File: config.mk
export PLATFORM = sky130hd
export DESIGN_NAME = muldiv_unit
export DESIGN_NICKNAME = d
export VERILOG_FILES = /design/src/rtl/muldiv_pkg.sv /design/src/rtl/muldiv_unit.sv
export SDC_FILE = /design/constraint.sdc
export NUM_CORES = 1
export LEC_CHECK = 0
export CORE_MARGIN = 4
export CORE_UTILIZATION = 45
export CTS_BUF_LIST = sky130_fd_sc_hd__clkbuf_8
export DETAILED_ROUTE_END_ITERATION = 16
export PLACE_DENSITY_LB_ADDON = 0.1
export REMOVE_ABC_BUFFERS = 1
export SLEW_MARGIN = 20
export SYNTH_ARGS = -nofsm -noshare
export SYNTH_HDL_FRONTEND = slang
export SYNTH_SLANG_ARGS = --single-unit
export TNS_END_PERCENT = 100
File: constraint.sdc
create_clock -name clk -period 8.6 [get_ports clk]
set_input_delay 1.29 -clock clk [delete_from_list [all_inputs] [get_ports clk]]
set_output_delay 1.29 -clock clk [all_outputs]
set_load 0.02 [all_outputs]
File: src/rtl/muldiv_pkg.sv
// rtl/muldiv_pkg.sv - RV32M multiply/divide opcodes, FSM states and sign helpers
package muldiv_pkg;

    localparam int MULDIV_XLEN = 32;

    typedef enum logic [2:0] {
        OP_MUL    = 3'b000,
        OP_MULH   = 3'b001,
        OP_MULHSU = 3'b010,
        OP_MULHU  = 3'b011,
        OP_DIV    = 3'b100,
        OP_DIVU   = 3'b101,
        OP_REM    = 3'b110,
        OP_REMU   = 3'b111
    } muldiv_op_e;

    typedef enum logic [1:0] {
        IDLE = 2'd0,
        CALC = 2'd1,
        FIX  = 2'd2,
        DONE = 2'd3
    } muldiv_state_e;

    function automatic logic is_div(input muldiv_op_e op);
        return op inside {OP_DIV, OP_DIVU, OP_REM, OP_REMU};
    endfunction

    function automatic logic op_signed_a(input muldiv_op_e op);
        return op inside {OP_MULH, OP_MULHSU, OP_DIV, OP_REM};
    endfunction

    function automatic logic op_signed_b(input muldiv_op_e op);
        return op inside {OP_MULH, OP_DIV, OP_REM};
    endfunction

    // Conditional two's-complement: absolute value on entry, sign restore on exit.
    function automatic logic [MULDIV_XLEN-1:0] magnitude(input logic [MULDIV_XLEN-1:0] v,
                                                         input logic neg);
        return neg ? -v : v;
    endfunction

    function automatic logic [2*MULDIV_XLEN-1:0] negate(input logic [2*MULDIV_XLEN-1:0] v);
        return -v;
    endfunction

endpackage

File: src/rtl/muldiv_unit.sv
// rtl/muldiv_unit.sv - iterative RV32M unit: shift-add multiply, restoring divide, sign fix-up
module muldiv_unit
    import muldiv_pkg::*;
#(
    parameter int XLEN = MULDIV_XLEN
) (
    input  logic            clk,
    input  logic            rst_n,
    input  logic            start,
    input  logic            kill,
    input  logic [2:0]      op,
    input  logic [XLEN-1:0] rs1,
    input  logic [XLEN-1:0] rs2,
    input  logic [4:0]      rd_addr_in,
    output logic            busy,
    output logic            done,
    output logic            write,
    output logic [XLEN-1:0] result,
    output logic [4:0]      rd_addr
);

    localparam int CW = $clog2(XLEN);

    muldiv_state_e       state;
    muldiv_op_e          op_q;
    logic [4:0]          rd_q;
    logic [XLEN-1:0]     a_mag;
    logic [XLEN-1:0]     b_mag;
    logic                sign_a;
    logic                sign_b;
    logic [2*XLEN-1:0]   acc;
    logic [CW-1:0]       count;

    muldiv_op_e          op_in;
    logic                in_sign_a;
    logic                in_sign_b;
    logic                div_by_zero;
    logic                div_overflow;
    logic [XLEN-1:0]     special_res;

    logic [XLEN:0]       mul_sum;
    logic [XLEN:0]       div_shift;
    logic [XLEN:0]       div_trial;
    logic [2*XLEN-1:0]   prod;
    logic [XLEN-1:0]     quot;
    logic [XLEN-1:0]     rem;
    logic [XLEN-1:0]     fix_res;

    assign busy  = (state != IDLE);
    assign write = done;

    assign op_in     = muldiv_op_e'(op);
    assign in_sign_a = op_signed_a(op_in) & rs1[XLEN-1];
    assign in_sign_b = op_signed_b(op_in) & rs2[XLEN-1];

    assign div_by_zero  = is_div(op_in) && (rs2 == '0);
    assign div_overflow = (op_in == OP_DIV || op_in == OP_REM)
                          && (rs1 == {1'b1, {(XLEN-1){1'b0}}}) && (rs2 == '1);

    always_comb begin
        special_res = '0;
        if (div_by_zero)
            special_res = (op_in == OP_DIV || op_in == OP_DIVU) ? '1 : rs1;
        else if (op_in == OP_DIV)
            special_res = {1'b1, {(XLEN-1){1'b0}}};
    end

    // Multiply: acc = {partial, multiplier}; add multiplicand on LSB, shift right.
    assign mul_sum   = {1'b0, acc[2*XLEN-1:XLEN]} + (acc[0] ? {1'b0, a_mag} : '0);
    // Divide: acc = {remainder, dividend/quotient}; shift left, trial subtract.
    assign div_shift = acc[2*XLEN-1:XLEN-1];
    assign div_trial = div_shift - {1'b0, b_mag};

    assign prod = (sign_a ^ sign_b) ? negate(acc) : acc;
    assign quot = magnitude(acc[XLEN-1:0], sign_a ^ sign_b);
    assign rem  = magnitude(acc[2*XLEN-1:XLEN], sign_a);

    always_comb begin
        fix_res = '0;
        case (op_q)
            OP_MUL:                     fix_res = prod[XLEN-1:0];
            OP_MULH, OP_MULHSU, OP_MULHU: fix_res = prod[2*XLEN-1:XLEN];
            OP_DIV, OP_DIVU:            fix_res = quot;
            default:                    fix_res = rem;
        endcase
    end

    always_ff @(posedge clk) begin
        if (!rst_n) begin
            state   <= IDLE;
            done    <= 1'b0;
            result  <= '0;
            rd_addr <= '0;
            op_q    <= OP_MUL;
            rd_q    <= '0;
            a_mag   <= '0;
            b_mag   <= '0;
            sign_a  <= 1'b0;
            sign_b  <= 1'b0;
            acc     <= '0;
            count   <= '0;
        end else begin
            case (state)
                IDLE: begin
                    if (start && !kill) begin
                        op_q   <= op_in;
                        rd_q   <= rd_addr_in;
                        a_mag  <= magnitude(rs1, in_sign_a);
                        b_mag  <= magnitude(rs2, in_sign_b);
                        sign_a <= in_sign_a;
                        sign_b <= in_sign_b;
                        count  <= '0;
                        if (div_by_zero || div_overflow) begin
                            result  <= special_res;
                            rd_addr <= rd_addr_in;
                            done    <= 1'b1;
                            state   <= DONE;
                        end else begin
                            acc   <= {{XLEN{1'b0}}, is_div(op_in) ? magnitude(rs1, in_sign_a)
                                                                  : magnitude(rs2, in_sign_b)};
                            state <= CALC;
                        end
                    end
                end
                CALC: begin
                    if (kill) begin
                        state <= IDLE;
                    end else begin
                        if (is_div(op_q)) begin
                            if (!div_trial[XLEN])
                                acc <= {div_trial[XLEN-1:0], acc[XLEN-2:0], 1'b1};
                            else
                                acc <= {div_shift[XLEN-1:0], acc[XLEN-2:0], 1'b0};
                        end else begin
                            acc <= {mul_sum, acc[XLEN-1:1]};
                        end
                        count <= count + CW'(1);
                        if (count == CW'(XLEN-1))
                            state <= FIX;
                    end
                end
                FIX: begin
                    if (kill) begin
                        state <= IDLE;
                    end else begin
                        result  <= fix_res;
                        rd_addr <= rd_q;
                        done    <= 1'b1;
                        state   <= DONE;
                    end
                end
                default: begin
                    done  <= 1'b0;
                    state <= IDLE;
                end
            endcase
        end
    end

endmodule

# --- Word level (Yosys, flattened, before mapping) ---
# Cells that the tools add are included.
totals:
  reg_bits: 183
  inputBits: 76
  out_inout_bits: 40
  wordCells: 112
op_classes:
  n_addsub: 8
  eq_ne: 24
  mux: 38
  n_bitwise: 4
  reduce_logical: 26
op_table:
  columns: ["operator", "count"]
  rows:
  - ["32-bit two-way mux", 12]
  - ["64-bit two-way mux", 6]
  - ["32-bit negation", 4]
  - ["64-bit case mux with 2 select lines", 1]
  - ["32-bit case mux with 3 select lines", 1]
  - ["32-bit equality test, second input constant", 2]
  - ["64-bit negation", 1]
  - ["32-bit case mux with 2 select lines", 1]
  - ["32-bit by 32-bit adder with 33-bit output", 1]
  - ["33-bit by 32-bit subtractor with 33-bit output", 1]
  - ["32-bit logical NOT", 1]
  - ["5-bit two-way mux", 5]
  - ["3-bit equality test, second input constant", 8]
  - ["5-bit case mux with 2 select lines", 2]
  - ["4-bit AND reduction", 3]
  - ["4-bit nonzero test", 3]
  - ["2-bit two-way mux", 5]
  - ["2-bit inequality test, second input constant", 5]
  - ["3-bit by 2-bit equality test with 1-bit output, second input constant", 3]
  - ["3-bit by 1-bit equality test with 1-bit output, second input constant", 2]
  - ["2-bit case mux with 3 select lines", 1]
  - ["2-bit nonzero test", 3]
  - ["5-bit by 1-bit adder with 5-bit output, second input constant", 1]
  - ["5-bit equality test, second input constant", 1]
  - ["other kinds (18)", 27]

# --- Longest topological paths before layout ---
depth:
  depth_word: 8
  mapped_depth: 16
  depth_no_buf: 14

# --- Least setup slack after synthesis ---
# No wires, ideal clock.
synth_path:
  kind: "input port to flip-flop"
  startpoint: "input rs2[21]"
  endpoint: "register result[16]"
  setup_ps: 128
  arrival_time_ps: 3936
  t_required_ps: 8472
  setup_slack_ps: 4536
  path_stages: 11
  path_buffers: 2
  path_cell_list: "nor3_1 > or4b_1 > or3_1 > or3_1 > o32ai_2 > a21oi_1 > or3_1 > clkbuf_1 > buf_2 > a21oi_1 > nor2_1"
synth_between:
  elab_chain_len: 6
  elab_cells_between_ends: 11
  cone_classes: "2 x eq/ne; 4 x mux; 5 x reduce/logical"
synth_rtl:
  columns: ["element", "line_no", "rtl"]
  rows:
  - ["start: declaration", "muldiv_unit.sv:13", "input logic [XLEN-1:0] rs2,"]
  - ["32-bit logical NOT", "muldiv_unit.sv:56", "assign div_by_zero = is_div(op_in) && (rs2 == '0);"]
  - ["1-bit logical AND", "muldiv_unit.sv:56", null]
  - ["32-bit two-way mux", "muldiv_unit.sv:62", "if (div_by_zero)"]
  - ["32-bit two-way mux", "muldiv_unit.sv:113", "if (div_by_zero || div_overflow) begin"]
  - ["32-bit two-way mux", "muldiv_unit.sv:105", "if (start && !kill) begin"]
  - ["32-bit case mux with 2 select lines", "muldiv_unit.sv:103", "case (state)"]
  - ["end signal: assignment", "muldiv_unit.sv:114", "result <= special_res;"]
  - ["end signal: assignment", "muldiv_unit.sv:146", "result <= fix_res;"]
  - ["end: declaration", "muldiv_unit.sv:18", "output logic [XLEN-1:0] result,"]
# Several ways; a longest one is shown, not always the timed one. The select of a mux whose other input is x is not followed.
# A chain may end at the register's enable or synchronous reset.

# --- Worst setup path after layout ---
layout_path:
  startpoint: "input rs2[3]"
  endpoint: "register result[17]"
# Same word-level chain as after synthesis.

==> results_dict.tcl <==
set metrics [dict create \
    hold_buffers 0 \
    vias 16400 \
    postSynthAreaPerCell_um2 7.19 \
    port_buffers 115 \
    rows 68 \
    die_area_mm2 0.0381 \
    start_util 0.457 \
    wl_per_cell_um 22.8 \
    setup_tns_ns 0 \
    clkSinkCount 183 \
    worst_ep_arrival_time_ns 5.86 \
    status "completed" \
    r2r-start "acc[0]" \
    clk_path_buf_depth 2 \
    p_per_area_mw_per_mm2 122 \
    root_buffer "clkbuf_8" \
    gp_congestion 0.957 \
    grt_pass1_wl_mm 90.7 \
    antenna_found_initial 0 \
    maxSlewViolCount 0 \
    core_area_mm2 0.0345 \
    hold_class "flop to flop" \
    path_clk_slew_ns 0.12 \
    cts_setup_buffers 0 \
    drt_iter0_drc 1911 \
    finalNonFillerCells 2650 \
    rr_endpoint "acc[63]" \
    hold_viol_final 0 \
    r2r_slack_ns 4.19 \
    cp-start-kind "input port" \
    track_usage 0.303 \
    period_share 0.637 \
    synthFlopType "dfxtp_1" \
    grt_max_degree 78 \
    worstSetupPathType "input port to flop" \
    cp_max_fo 36 \
    die_h_um 195 \
    ioPinCount 116 \
    crit_required_ns 8.98 \
    end_kind "flop" \
    whs_path_depth 2 \
    first_pass_iters 6 \
    synthCells 2195 \
    setup_viol 0 \
    p_leak_nw 6.53 \
    yosys.cell_types.count 75 \
    drive_gt1_frac 0.0406 \
    syn-cell-area_mm2 0.0158 \
    async_flop_share 0 \
    avgViaCountPerCell 6.20 \
    fmax_mhz 182 \
    rsz0062_at_grt "false" \
    fin_crit_ns 5.48 \
    dieWidth_um 195 \
    cp-endpoint "result[17]" \
    fin_skew_ns 0.0262 \
    ys_seq_elements 183 \
    grt-ovfl-total 0 \
    peakVddDrop_v 0.0000766 \
    ys_warn_count 0 \
    area_delta_synth_final_pct 10.7 \
    antenna_left 0 \
    drt_wl_total_mm 60.3 \
    drc 0 \
    postCtsResizedCells 0 \
    tightest_slew_ns 1.08 \
    tritoncts "done" \
    cts_buffers 17 \
    place_inst 2615 \
    ff2ff_path_depth 15 \
    maxCapViolCount 0 \
    nFillCells 3536 \
    htree_levels 4 \
    insertion_delay_ns 0.51 \
    hpwl_mm 45.7 \
    grt_pass1_vias 14900 \
    synth_edf_count 0 \
    ys_seq_area_frac 0.232 \
    setup.worst_path.start "rs2[3]" \
    nets 2328 \
    slew_headroom 0.275 \
]
cells in the mapped netlist, types with 7 or more instances:
cell | number | area, µm²
mux2i_1 | 71 | 711
a21oi_1 | 186 | 931
o31ai_1 | 18 | 135
nand4_1 | 19 | 119
o41ai_1 | 7 | 61.3
a211oi_1 | 97 | 728
or3_1 | 20 | 125
a311oi_1 | 12 | 105
xor2_1 | 85 | 744
a31oi_1 | 29 | 181
a21o_1 | 38 | 285
buf_2 | 7 | 35.0
nor2b_1 | 14 | 87.6
and3_1 | 13 | 81.3
nor2_1 | 254 | 953
clkbuf_1 | 156 | 586
o21ai_0 | 187 | 936
o211ai_1 | 21 | 158
and2_1 | 45 | 282
nand3_1 | 31 | 155
dfxtp_1 | 183 | 3660
a22oi_1 | 28 | 210
nand2b_1 | 22 | 138
nor3_1 | 43 | 215
o22ai_1 | 39 | 244
or4_1 | 7 | 52.6
nand2_1 | 185 | 694
ha_1 | 71 | 888
o21bai_1 | 7 | 52.6
nor4_1 | 23 | 144
buf_1 | 12 | 45.0
xnor2_1 | 113 | 990
inv_1 | 64 | 240
layout by cell type (no fill, tap or decap), drive strengths merged, types with 7 or more instances in the layout:
cell type and count:
a211oi 97, a21o 38, a21oi 186, a22oi 28
a311oi 12, a31oi 29, and2 46, and3 13
buf 30, clkbuf 19, clkdlybuf4s50 114, dfxtp 183
ha 71, inv 73, mux2i 71, nand2 185
nand2b 22, nand3 31, nand4 19, nor2 254
nor2b 14, nor3 44, nor4 24, o211ai 21
o21ai 192, o21bai 7, o22ai 39, o31ai 18
o41ai 8, or3 20, or4 9, xnor2 113
xor2 85
layer usage:
metal / global-route usage / routed length (µm) / vias to the layer above
met1: 0.447 / 27900 / 7781
li1: - / - / 7857
met2: 0.448 / 25300 / 722
met3: 0.0640 / 5720 / 79
met5: 0 / 0 / -
met4: 0.0817 / 1390 / 0
worst max-delay path, cell delays in order:
cell and delay (ns):
clkdlybuf4s50_1 0.50, or4_1 0.66, nor3_1 0.36, and2_1 0.36, nand2_1 0.25, o32ai_2 0.53
a21oi_1 0.20, nor3_4 0.82, buf_4 0.51, o21ai_0 0.16, o22ai_1 0.13, nor2_1 0.05
cell type report:
type	instances	area [µm²]	area share
Antenna cell	3	7.51	0.000430
Clock buffer	19	262	0.0150
Clock inverter	13	128	0.00730
Inverter	65	246	0.0141
Multi-Input combinational cell	1768	11200	0.643
Sequential cell	183	3660	0.210
Tap cell	455	569	0.0326
Timing Repair Buffer	144	1360	0.0780
metrics by stage:
stage                     utilization  hold slack [ns]  setup WS, ns  cell area, µm²  power, mW
after CTS                       0.506            0.460          3.21           17500       2.12
after detailed placement        0.494            0.444          2.62           17100       1.51
after global routing            0.506            0.479          2.83           17500       2.21
after floorplan                     -            0.432          1.32           15100       1.29
final                           0.506            0.458          3.12           17500       2.13
after global placement          0.494            0.442          2.75           17100       1.50
logic make-up after synthesis:
group | synth area share
buffers and inverters | 0.0600
XOR/XNOR | 0.110
flip-flops | 0.232
AO/OA/AOI/OAI | 0.287
multiplexers | 0.0465
adder cells (fa/ha/maj) | 0.0588
AND/OR/NAND/NOR | 0.206
report_power, final:
part           switching (mW)  leakage, nW  internal [mW]
clock                   0.394        0.197          0.230
sequential             0.0522         1.49          0.885
combinational           0.358         4.84          0.212
total                   0.804         6.53           1.33
how the worst min path moves through the flow:
stage	start	endpoint	slack (ns)
6_report	result[29]	result[29]	0.46
5_1_grt	result[22]	result[22]	0.48
4_1_cts	a_mag[0]	a_mag[0]	0.46
3_5_place_dp	result[29]	result[29]	0.44
3_3_place_gp	a_mag[0]	a_mag[0]	0.44
2_1_floorplan	a_mag[0]	a_mag[0]	0.43
sequential cells by signal, indices dropped and copies added (netlist names), 3 cells and up:
name and cells:
op_q 3, rd_q 5, a_mag 32, result 32
count 5, b_mag 32, acc 64, rd_addr 5
Power figures use the tool's default switching activity.
